==> config.mk <==
export PLATFORM = sky130hd
export DESIGN_NAME = ysyx_220053_mem_arb_flat
export DESIGN_NICKNAME = d
export VERILOG_FILES = /design/src/rtl/ysyx_220053_mem_arb_if.sv /design/src/rtl/ysyx_220053_mem_arb.sv /design/src/flat_wrapper.sv
export SDC_FILE = /design/constraint.sdc
export NUM_CORES = 1
export LEC_CHECK = 0
export ABC_AREA = 1
export CAP_MARGIN = 15
export CORE_AREA = 2 2 211 213
export CTS_CLUSTER_DIAMETER = 40
export DETAILED_ROUTE_END_ITERATION = 12
export DIE_AREA = 0 0 213 215
export GPL_TIMING_DRIVEN = 0
export SKIP_CTS_REPAIR_TIMING = 1
export SLEW_MARGIN = 20
export SYNTH_ARGS = -nofsm -noshare
export SYNTH_HDL_FRONTEND = slang
export SYNTH_SLANG_ARGS = --single-unit
==> constraint.sdc <==
create_clock -name clk -period 4.2 [get_ports clk]
set_input_delay 1.26 -clock clk [delete_from_list [all_inputs] [get_ports clk]]
set_output_delay 1.26 -clock clk [all_outputs]
set_load 0.02 [all_outputs]
==> src/rtl/ysyx_220053_mem_arb_if.sv <==
// Handshake bundle between the IFU/LSU requesters, the memory
// arbiter and the 64-bit data-memory port.
interface ysyx_220053_mem_arb_if #(
  parameter int AW = 64,
  parameter int DW = 64
);
  logic          ifu_valid;
  logic [AW-1:0] ifu_addr;
  logic          ifu_ready;
  logic          ifu_rvalid;
  logic [DW-1:0] ifu_rdata;

  logic          lsu_valid;
  logic          lsu_we;
  logic [2:0]    lsu_memop;
  logic [AW-1:0] lsu_addr;
  logic [DW-1:0] lsu_wdata;
  logic          lsu_ready;
  logic          lsu_rvalid;
  logic [DW-1:0] lsu_rdata;
  logic          lsu_err;

  logic          mem_req;
  logic          mem_we;
  logic [AW-1:0] mem_addr;
  logic [DW-1:0] mem_wdata;
  logic [7:0]    mem_wmask;
  logic          mem_ready;
  logic          mem_rvalid;
  logic [DW-1:0] mem_rdata;

  modport slave (
    input  ifu_valid, ifu_addr,
    output ifu_ready, ifu_rvalid, ifu_rdata,
    input  lsu_valid, lsu_we, lsu_memop,
    input  lsu_addr, lsu_wdata,
    output lsu_ready, lsu_rvalid,
    output lsu_rdata, lsu_err,
    output mem_req, mem_we, mem_addr,
    output mem_wdata, mem_wmask,
    input  mem_ready, mem_rvalid, mem_rdata
  );

  modport master (
    output ifu_valid, ifu_addr,
    input  ifu_ready, ifu_rvalid, ifu_rdata,
    output lsu_valid, lsu_we, lsu_memop,
    output lsu_addr, lsu_wdata,
    input  lsu_ready, lsu_rvalid,
    input  lsu_rdata, lsu_err,
    input  mem_req, mem_we, mem_addr,
    input  mem_wdata, mem_wmask,
    output mem_ready, mem_rvalid, mem_rdata
  );
endinterface

==> src/rtl/ysyx_220053_mem_arb.sv <==
// Round-robin IFU/LSU arbiter for one 64-bit memory port with
// byte-lane alignment, write masking and load extension.
module ysyx_220053_mem_arb #(
  parameter int AW = 64,
  parameter int DW = 64
) (
  input logic clk,
  input logic rst_n,
  ysyx_220053_mem_arb_if.slave bus
);
  typedef enum logic [2:0] {
    S_IDLE, S_REQ, S_WAIT, S_RESP, S_ERR
  } state_e;

  state_e        state_q, state_d;
  logic          last_q, last_d;
  logic          own_q, own_d;
  logic          we_q, we_d;
  logic [2:0]    op_q, op_d;
  logic [AW-1:0] addr_q, addr_d;
  logic [DW-1:0] wdata_q, wdata_d;
  logic [DW-1:0] rdata_q, rdata_d;
  logic [7:0]    wmask_q, wmask_d;

  logic          gnt_ifu, gnt_lsu;
  logic [2:0]    st;
  logic [7:0]    size_m;
  logic          misal;
  logic [DW-1:0] lane, wsh, rsh, rext;

  // last_q = 1 means the LSU won the previous grant
  assign gnt_ifu = bus.ifu_valid
                 & (~bus.lsu_valid | last_q);
  assign gnt_lsu = bus.lsu_valid
                 & (~bus.ifu_valid | ~last_q);

  assign st = bus.lsu_addr[2:0];

  always_comb begin
    size_m = 8'hFF;
    misal  = (st != 3'd0);
    unique case (bus.lsu_memop[1:0])
      2'b00: begin
        size_m = 8'h0F;
        misal  = (st[1:0] != 2'd0);
      end
      2'b01: begin
        size_m = 8'h01;
        misal  = 1'b0;
      end
      2'b10: begin
        size_m = 8'h03;
        misal  = st[0];
      end
      default: ;
    endcase
  end

  for (genvar i = 0; i < 8; i++) begin : g_lane
    assign lane[8*i +: 8] = {8{size_m[i]}};
  end

  assign wsh = (bus.lsu_wdata & lane)
             << {st, 3'b000};
  assign rsh = rdata_q >> {addr_q[2:0], 3'b000};

  always_comb begin
    rext = rsh;
    unique case (op_q)
      3'b000: rext = {{32{rsh[31]}}, rsh[31:0]};
      3'b001: rext = {{56{rsh[7]}}, rsh[7:0]};
      3'b010: rext = {{48{rsh[15]}}, rsh[15:0]};
      3'b100: rext = {32'b0, rsh[31:0]};
      3'b101: rext = {56'b0, rsh[7:0]};
      3'b110: rext = {48'b0, rsh[15:0]};
      3'b111: rext = '0;
      default: rext = rsh;
    endcase
  end

  always_ff @(posedge clk) begin
    if (!rst_n) begin
      state_q <= S_IDLE;
      last_q  <= 1'b1;
      own_q   <= 1'b0;
      we_q    <= 1'b0;
      op_q    <= 3'b0;
      addr_q  <= '0;
      wdata_q <= '0;
      rdata_q <= '0;
      wmask_q <= 8'h0;
    end else begin
      state_q <= state_d;
      last_q  <= last_d;
      own_q   <= own_d;
      we_q    <= we_d;
      op_q    <= op_d;
      addr_q  <= addr_d;
      wdata_q <= wdata_d;
      rdata_q <= rdata_d;
      wmask_q <= wmask_d;
    end
  end

  always_comb begin
    state_d = state_q;
    last_d  = last_q;
    own_d   = own_q;
    we_d    = we_q;
    op_d    = op_q;
    addr_d  = addr_q;
    wdata_d = wdata_q;
    rdata_d = rdata_q;
    wmask_d = wmask_q;

    bus.ifu_ready  = 1'b0;
    bus.ifu_rvalid = 1'b0;
    bus.ifu_rdata  = '0;
    bus.lsu_ready  = 1'b0;
    bus.lsu_rvalid = 1'b0;
    bus.lsu_rdata  = '0;
    bus.lsu_err    = 1'b0;
    bus.mem_req    = 1'b0;
    bus.mem_we     = 1'b0;
    bus.mem_addr   = '0;
    bus.mem_wdata  = '0;
    bus.mem_wmask  = 8'h0;

    unique case (state_q)
      S_IDLE: begin
        unique case (1'b1)
          gnt_ifu: begin
            bus.ifu_ready = 1'b1;
            own_d   = 1'b0;
            last_d  = 1'b0;
            we_d    = 1'b0;
            op_d    = 3'b100;
            addr_d  = bus.ifu_addr;
            wdata_d = '0;
            wmask_d = 8'h0;
            state_d = S_REQ;
          end
          gnt_lsu: begin
            bus.lsu_ready = 1'b1;
            own_d   = 1'b1;
            last_d  = 1'b1;
            we_d    = bus.lsu_we;
            op_d    = bus.lsu_memop;
            addr_d  = bus.lsu_addr;
            wdata_d = bus.lsu_we ? wsh : '0;
            wmask_d = bus.lsu_we
                    ? (size_m << st) : 8'h0;
            state_d = misal ? S_ERR : S_REQ;
          end
          default: ;
        endcase
      end
      S_REQ: begin
        bus.mem_req   = 1'b1;
        bus.mem_we    = we_q;
        bus.mem_addr  = {addr_q[AW-1:3], 3'b000};
        bus.mem_wdata = wdata_q;
        bus.mem_wmask = wmask_q;
        if (bus.mem_ready) begin
          state_d = S_WAIT;
          if (bus.mem_rvalid) begin
            rdata_d = bus.mem_rdata;
            state_d = S_RESP;
          end
        end
      end
      S_WAIT: begin
        if (bus.mem_rvalid) begin
          rdata_d = bus.mem_rdata;
          state_d = S_RESP;
        end
      end
      S_RESP: begin
        if (own_q) begin
          bus.lsu_rvalid = 1'b1;
          bus.lsu_rdata  = we_q ? '0 : rext;
        end else begin
          bus.ifu_rvalid = 1'b1;
          bus.ifu_rdata  = (addr_q[1:0] != 2'd0)
                         ? '0 : rext;
        end
        state_d = S_IDLE;
      end
      S_ERR: begin
        bus.lsu_rvalid = 1'b1;
        bus.lsu_err    = 1'b1;
        state_d = S_IDLE;
      end
      default: state_d = S_IDLE;
    endcase
  end
endmodule

==> src/flat_wrapper.sv <==
// flat-port wrapper written by rule: the top's interface ports become plain ports
module ysyx_220053_mem_arb_flat 
#(
  parameter int AW = 64,
  parameter int DW = 64
)
  (clk, rst_n, bus_ifu_valid, bus_ifu_addr, bus_ifu_ready, bus_ifu_rvalid, bus_ifu_rdata, bus_lsu_valid, bus_lsu_we, bus_lsu_memop, bus_lsu_addr, bus_lsu_wdata, bus_lsu_ready, bus_lsu_rvalid, bus_lsu_rdata, bus_lsu_err, bus_mem_req, bus_mem_we, bus_mem_addr, bus_mem_wdata, bus_mem_wmask, bus_mem_ready, bus_mem_rvalid, bus_mem_rdata);
  ysyx_220053_mem_arb_if #(.AW(AW), .DW(DW)) bus_i ();
  input logic clk;
  input logic rst_n;
  input wire logic [$bits(bus_i.ifu_valid)-1:0] bus_ifu_valid;
  input wire logic [$bits(bus_i.ifu_addr)-1:0] bus_ifu_addr;
  output wire logic [$bits(bus_i.ifu_ready)-1:0] bus_ifu_ready;
  output wire logic [$bits(bus_i.ifu_rvalid)-1:0] bus_ifu_rvalid;
  output wire logic [$bits(bus_i.ifu_rdata)-1:0] bus_ifu_rdata;
  input wire logic [$bits(bus_i.lsu_valid)-1:0] bus_lsu_valid;
  input wire logic [$bits(bus_i.lsu_we)-1:0] bus_lsu_we;
  input wire logic [$bits(bus_i.lsu_memop)-1:0] bus_lsu_memop;
  input wire logic [$bits(bus_i.lsu_addr)-1:0] bus_lsu_addr;
  input wire logic [$bits(bus_i.lsu_wdata)-1:0] bus_lsu_wdata;
  output wire logic [$bits(bus_i.lsu_ready)-1:0] bus_lsu_ready;
  output wire logic [$bits(bus_i.lsu_rvalid)-1:0] bus_lsu_rvalid;
  output wire logic [$bits(bus_i.lsu_rdata)-1:0] bus_lsu_rdata;
  output wire logic [$bits(bus_i.lsu_err)-1:0] bus_lsu_err;
  output wire logic [$bits(bus_i.mem_req)-1:0] bus_mem_req;
  output wire logic [$bits(bus_i.mem_we)-1:0] bus_mem_we;
  output wire logic [$bits(bus_i.mem_addr)-1:0] bus_mem_addr;
  output wire logic [$bits(bus_i.mem_wdata)-1:0] bus_mem_wdata;
  output wire logic [$bits(bus_i.mem_wmask)-1:0] bus_mem_wmask;
  input wire logic [$bits(bus_i.mem_ready)-1:0] bus_mem_ready;
  input wire logic [$bits(bus_i.mem_rvalid)-1:0] bus_mem_rvalid;
  input wire logic [$bits(bus_i.mem_rdata)-1:0] bus_mem_rdata;
  assign bus_i.ifu_valid = bus_ifu_valid;
  assign bus_i.ifu_addr = bus_ifu_addr;
  assign bus_ifu_ready = bus_i.ifu_ready;
  assign bus_ifu_rvalid = bus_i.ifu_rvalid;
  assign bus_ifu_rdata = bus_i.ifu_rdata;
  assign bus_i.lsu_valid = bus_lsu_valid;
  assign bus_i.lsu_we = bus_lsu_we;
  assign bus_i.lsu_memop = bus_lsu_memop;
  assign bus_i.lsu_addr = bus_lsu_addr;
  assign bus_i.lsu_wdata = bus_lsu_wdata;
  assign bus_lsu_ready = bus_i.lsu_ready;
  assign bus_lsu_rvalid = bus_i.lsu_rvalid;
  assign bus_lsu_rdata = bus_i.lsu_rdata;
  assign bus_lsu_err = bus_i.lsu_err;
  assign bus_mem_req = bus_i.mem_req;
  assign bus_mem_we = bus_i.mem_we;
  assign bus_mem_addr = bus_i.mem_addr;
  assign bus_mem_wdata = bus_i.mem_wdata;
  assign bus_mem_wmask = bus_i.mem_wmask;
  assign bus_i.mem_ready = bus_mem_ready;
  assign bus_i.mem_rvalid = bus_mem_rvalid;
  assign bus_i.mem_rdata = bus_mem_rdata;
  ysyx_220053_mem_arb #(.AW(AW), .DW(DW)) u_core (.clk(clk), .rst_n(rst_n), .bus(bus_i));
endmodule
==> impl_metrics.env <==
export IMPL_yosys_reg_bits=209
export IMPL_fin_util_pct=49.4
export IMPL_cp_arrival_ns=3.08
export IMPL_grt_setup_unrepaired="true"
export IMPL_final_net_count=3151
export IMPL_area_share_of_the_leading_cell_type_in_the_synthesized_netlist_pct=30.8
export IMPL_place_hpwl_mm=67.3
export IMPL_power_density_nw_per_um2=489
export IMPL_crit_chain="buf_4 > clkinvlp_4 > nand2_1 > nand3_1 > nand3_1 > nand2_1 > nand2_4 > nand2_2 > nor2_4 > buf_2 > nor3_1 > clkdlybuf4s50_1"
export IMPL_clk_path_buf_depth=3
export IMPL_wire_length_on_met2_mm=39.2
export IMPL_final_layout_size_suffix_gt1_share_pct=8.27
export IMPL_finalClockSkew_ns=0.0234
export IMPL_detail_route_wirelength_mm=81.8
export IMPL_slack_of_the_critical_path_ns=-0.138
export IMPL_top_layer_used="met5"
export IMPL_yosysTopAreaCell="sky130_fd_sc_hd__dfxtp_1"
export IMPL_crit_path_top_delay_cell="sky130_fd_sc_hd__clkdlybuf4s50_1"
export IMPL_ratio_of_final_minimum_period_to_clock_period_pct=103
export IMPL_clkSinkCount=209
export IMPL_synth_area_sq_um=13600
export IMPL_critical_path_max_stage_delay_ns=0.56
export IMPL_violated_checks="negative setup slack"
export IMPL_hold_path_class="flip-flop to flip-flop"
export IMPL_layout_cells_non_filler=3508
export IMPL_area_growth_pct=58.5
export IMPL_htreeDepth=2
export IMPL_core_rowCount=77
export IMPL_tritoncts_clock_tree="done"
export IMPL_finalPower_w=0.0105
export IMPL_vias_per_cell=5.15
export IMPL_run_status="finished, violations left"
export IMPL_clock_insertion_delay_worst_skew_ns=0.58
export IMPL_totalNegativeSetupSlack_ns=-1.41
export IMPL_top_count_cell_post_synth="sky130_fd_sc_hd__nand2_1"
export IMPL_ys_top_cells_by_area="sky130_fd_sc_hd__dfxtp_1 (31%), sky130_fd_sc_hd__nand2_1 (16%), sky130_fd_sc_hd__inv_1 (8.7%), sky130_fd_sc_hd__o21ai_0 (8.1%), sky130_fd_sc_hd__nor2_1 (6.9%)"
export IMPL_worst_r2r_startpoint="u_core.state_q[1]"
export IMPL_criticalPathCategory="flip-flop to output port"
export IMPL_dp_cells=3423
export IMPL_path_delay_family="buffers and inverters"
export IMPL_track_usage_pct=34.4
export IMPL_first_global_vias=17700
export IMPL_ctsRootBufferMaster="sky130_fd_sc_hd__clkbuf_16"
export IMPL_asyncSetResetFlopFracSynth_pct=0
export IMPL_synth_edf_count=0
export IMPL_setup_violations_final=14
export IMPL_grt_remaining_overflow=0
export IMPL_initial_core_util_pct=31.2
export IMPL_startpoint_type="flip-flop"
export IMPL_setup_worst_path_start="u_core.addr_q[0]"
export IMPL_worstMarginPinSlew_ns=1.04
export IMPL_slew_limit_headroom_pct=29.8
export IMPL_slew_viol_final=0
export IMPL_portBuffers=529
export IMPL_number_of_buffers_added_by_the_clock_tree_synthesis_step=41
export IMPL_fp_dieW_um=213
export IMPL_synth_common_cells="sky130_fd_sc_hd__nand2_1 (571), sky130_fd_sc_hd__inv_1 (316), sky130_fd_sc_hd__nor2_1 (250), sky130_fd_sc_hd__o21ai_0 (219), sky130_fd_sc_hd__dfxtp_1 (209)"
export IMPL_top_ports=537
export IMPL_gpl_final_weighted_congestion=1.06
export IMPL_die_h_um=215
export IMPL_num_vias=18100
export IMPL_layout_filler_cells=4535
export IMPL_timing_final_crit_period_ns=4.34
export IMPL_worst_setup_path_end_kind="output port"
export IMPL_instance_count_of_the_mapped_netlist=2300
export IMPL_required_ns=2.94
export IMPL_drt_iter0_markers=1205
export IMPL_drt_wirelength_per_cell_um=23.3
export IMPL_met1Wirelength_mm=32.8
export IMPL_seq_area_frac_synth_pct=30.8
export IMPL_synth_distinct_cells=41
export IMPL_pin_count_of_the_biggest_net_entering_global_routing=12
export IMPL_design_die_area_sq_um=45800
export IMPL_crit_path_max_fanout=10
export IMPL_vdd_ir_drop_worst_uv=324
export IMPL_cp_num_buf_inv=4
export IMPL_leakage_nw=10.4
export IMPL_grt_first_pass_wirelength_mm=116
export IMPL_core_region_area_sq_um=43600
export IMPL_post_synth_cell_area_avg_sq_um=5.91
export IMPL_synth_ff_type="sky130_fd_sc_hd__dfxtp_1"
export IMPL_max_cap_violations=0
export IMPL_fin_hold_ws_ns=0.452
export IMPL_route_met3_wl_mm=6.13
export IMPL_report_final_hold_viol_count=0
export IMPL_drt_first_pass_iters=5
export IMPL_warnings_from_yosys=0
export IMPL_grt_antenna_before_repair=2
export IMPL_drcViolationCount=0
export IMPL_maxClockFrequency_ghz=0.231
export IMPL_clk_pin_slew_worst_paths_ns=0.06
export IMPL_detail_route_antenna_nets=0
export IMPL_min_from="u_core.rdata_q[2]"
flip-flops by register name, indices dropped and copies added (netlist names):
name	cells
u_core.addr_q	64
u_core.last_q	1
u_core.op_q	3
u_core.own_q	1
u_core.rdata_q	64
u_core.state_q	3
u_core.wdata_q	64
u_core.we_q	1
u_core.wmask_q	8
per-stage QoR:
step	setup slack (ns)	area, sq um
after floorplan	0.945	13600
after global routing	-0.271	21600
after detailed placement	-0.297	19600
after CTS	-0.649	21100
final	-0.138	21600
after global placement	-0.288	19600
layout by cell type, fill, tap and decap left out, types with 8 or more instances in the layout:
cell type,synthesis,routed
sky130_fd_sc_hd__o211ai_1,36,36
sky130_fd_sc_hd__dlymetal6s2s_1,0,104
sky130_fd_sc_hd__o21a_1,12,12
sky130_fd_sc_hd__clkbuf_16,0,42
sky130_fd_sc_hd__buf_2,58,45
sky130_fd_sc_hd__nor3_1,66,56
sky130_fd_sc_hd__inv_1,316,314
sky130_fd_sc_hd__mux2i_1,8,8
sky130_fd_sc_hd__o21ai_0,219,174
sky130_fd_sc_hd__dfxtp_1,209,209
sky130_fd_sc_hd__nor2_1,250,246
sky130_fd_sc_hd__o22ai_1,15,15
sky130_fd_sc_hd__o21ai_2,1,11
sky130_fd_sc_hd__a31oi_1,69,69
sky130_fd_sc_hd__buf_1,16,13
sky130_fd_sc_hd__a21oi_1,145,145
sky130_fd_sc_hd__clkbuf_1,90,80
sky130_fd_sc_hd__nor3_2,2,12
sky130_fd_sc_hd__a22oi_1,19,19
sky130_fd_sc_hd__buf_4,9,19
sky130_fd_sc_hd__clkbuf_4,0,12
sky130_fd_sc_hd__clkdlybuf4s50_1,0,414
sky130_fd_sc_hd__inv_2,9,9
sky130_fd_sc_hd__nand2_1,571,569
sky130_fd_sc_hd__o21ai_1,63,97
sky130_fd_sc_hd__nand3_1,73,73
sky130_fd_sc_hd__clkbuf_2,0,26
worst register-to-register path, delay by kind of cell, from the launching register on:
family | cells | cell delay, ns
AOI/OAI and AO/OA | 2 | 0.42
and+or+nand+nor | 2 | 0.36
DFF | 1 | 0.33
buffers and inverters | 4 | 0.97
final timing paths:
kind / endpoint / slack (ns) / cells after the start
max reg2reg: u_core.addr_q[39] / 1.96 / 8
min reg2reg: u_core.rdata_q[2] / 0.45 / 2
min: u_core.rdata_q[2] / 0.45 / 2
max: bus_ifu_rdata[42] / -0.14 / 12
kinds of logic (layout without fill, tap and decap cells):
logic type	Yosys count	in the layout	share of synthesized area [%]
adders and majority gates	4	4	0.368
other	1	6	0.0276
AOI/OAI and AO/OA	589	589	23.9
and+or+nand+nor	983	983	29.2
muxes	8	8	0.589
DFF	209	209	30.8
buffers and inverters	506	1117	15.1
power by group:
group          internal, W  switching [W]  total [W]
registers          0.00237       0.000231    0.00260
clock network      0.00219        0.00124    0.00343
logic              0.00143        0.00308    0.00450
total              0.00599        0.00455     0.0105
per-layer routing:
layer | GRT usage (%) | vias up
met2 | 59.9 | 831
met3 | 6.75 | 153
met4 | 14.6 | 2
met5 | 0 | -
met1 | 40.8 | 8533
li1 | - | 8551
final cells by class:
class / instances / area [sq um] / share of cell area (%)
multi-input cells: 1587 / 7520 / 34.9
repair buffers: 537 / 5560 / 25.8
diodes: 3 / 7.51 / 0.0348
clock inverters: 24 / 299 / 1.39
clock buffers: 51 / 1130 / 5.26
well taps: 592 / 741 / 3.44
plain buffers: 179 / 886 / 4.11
inverters: 326 / 1230 / 5.72
flip-flops and latches: 209 / 4180 / 19.4
No activity file was read; power rests on OpenSTA's default activity.
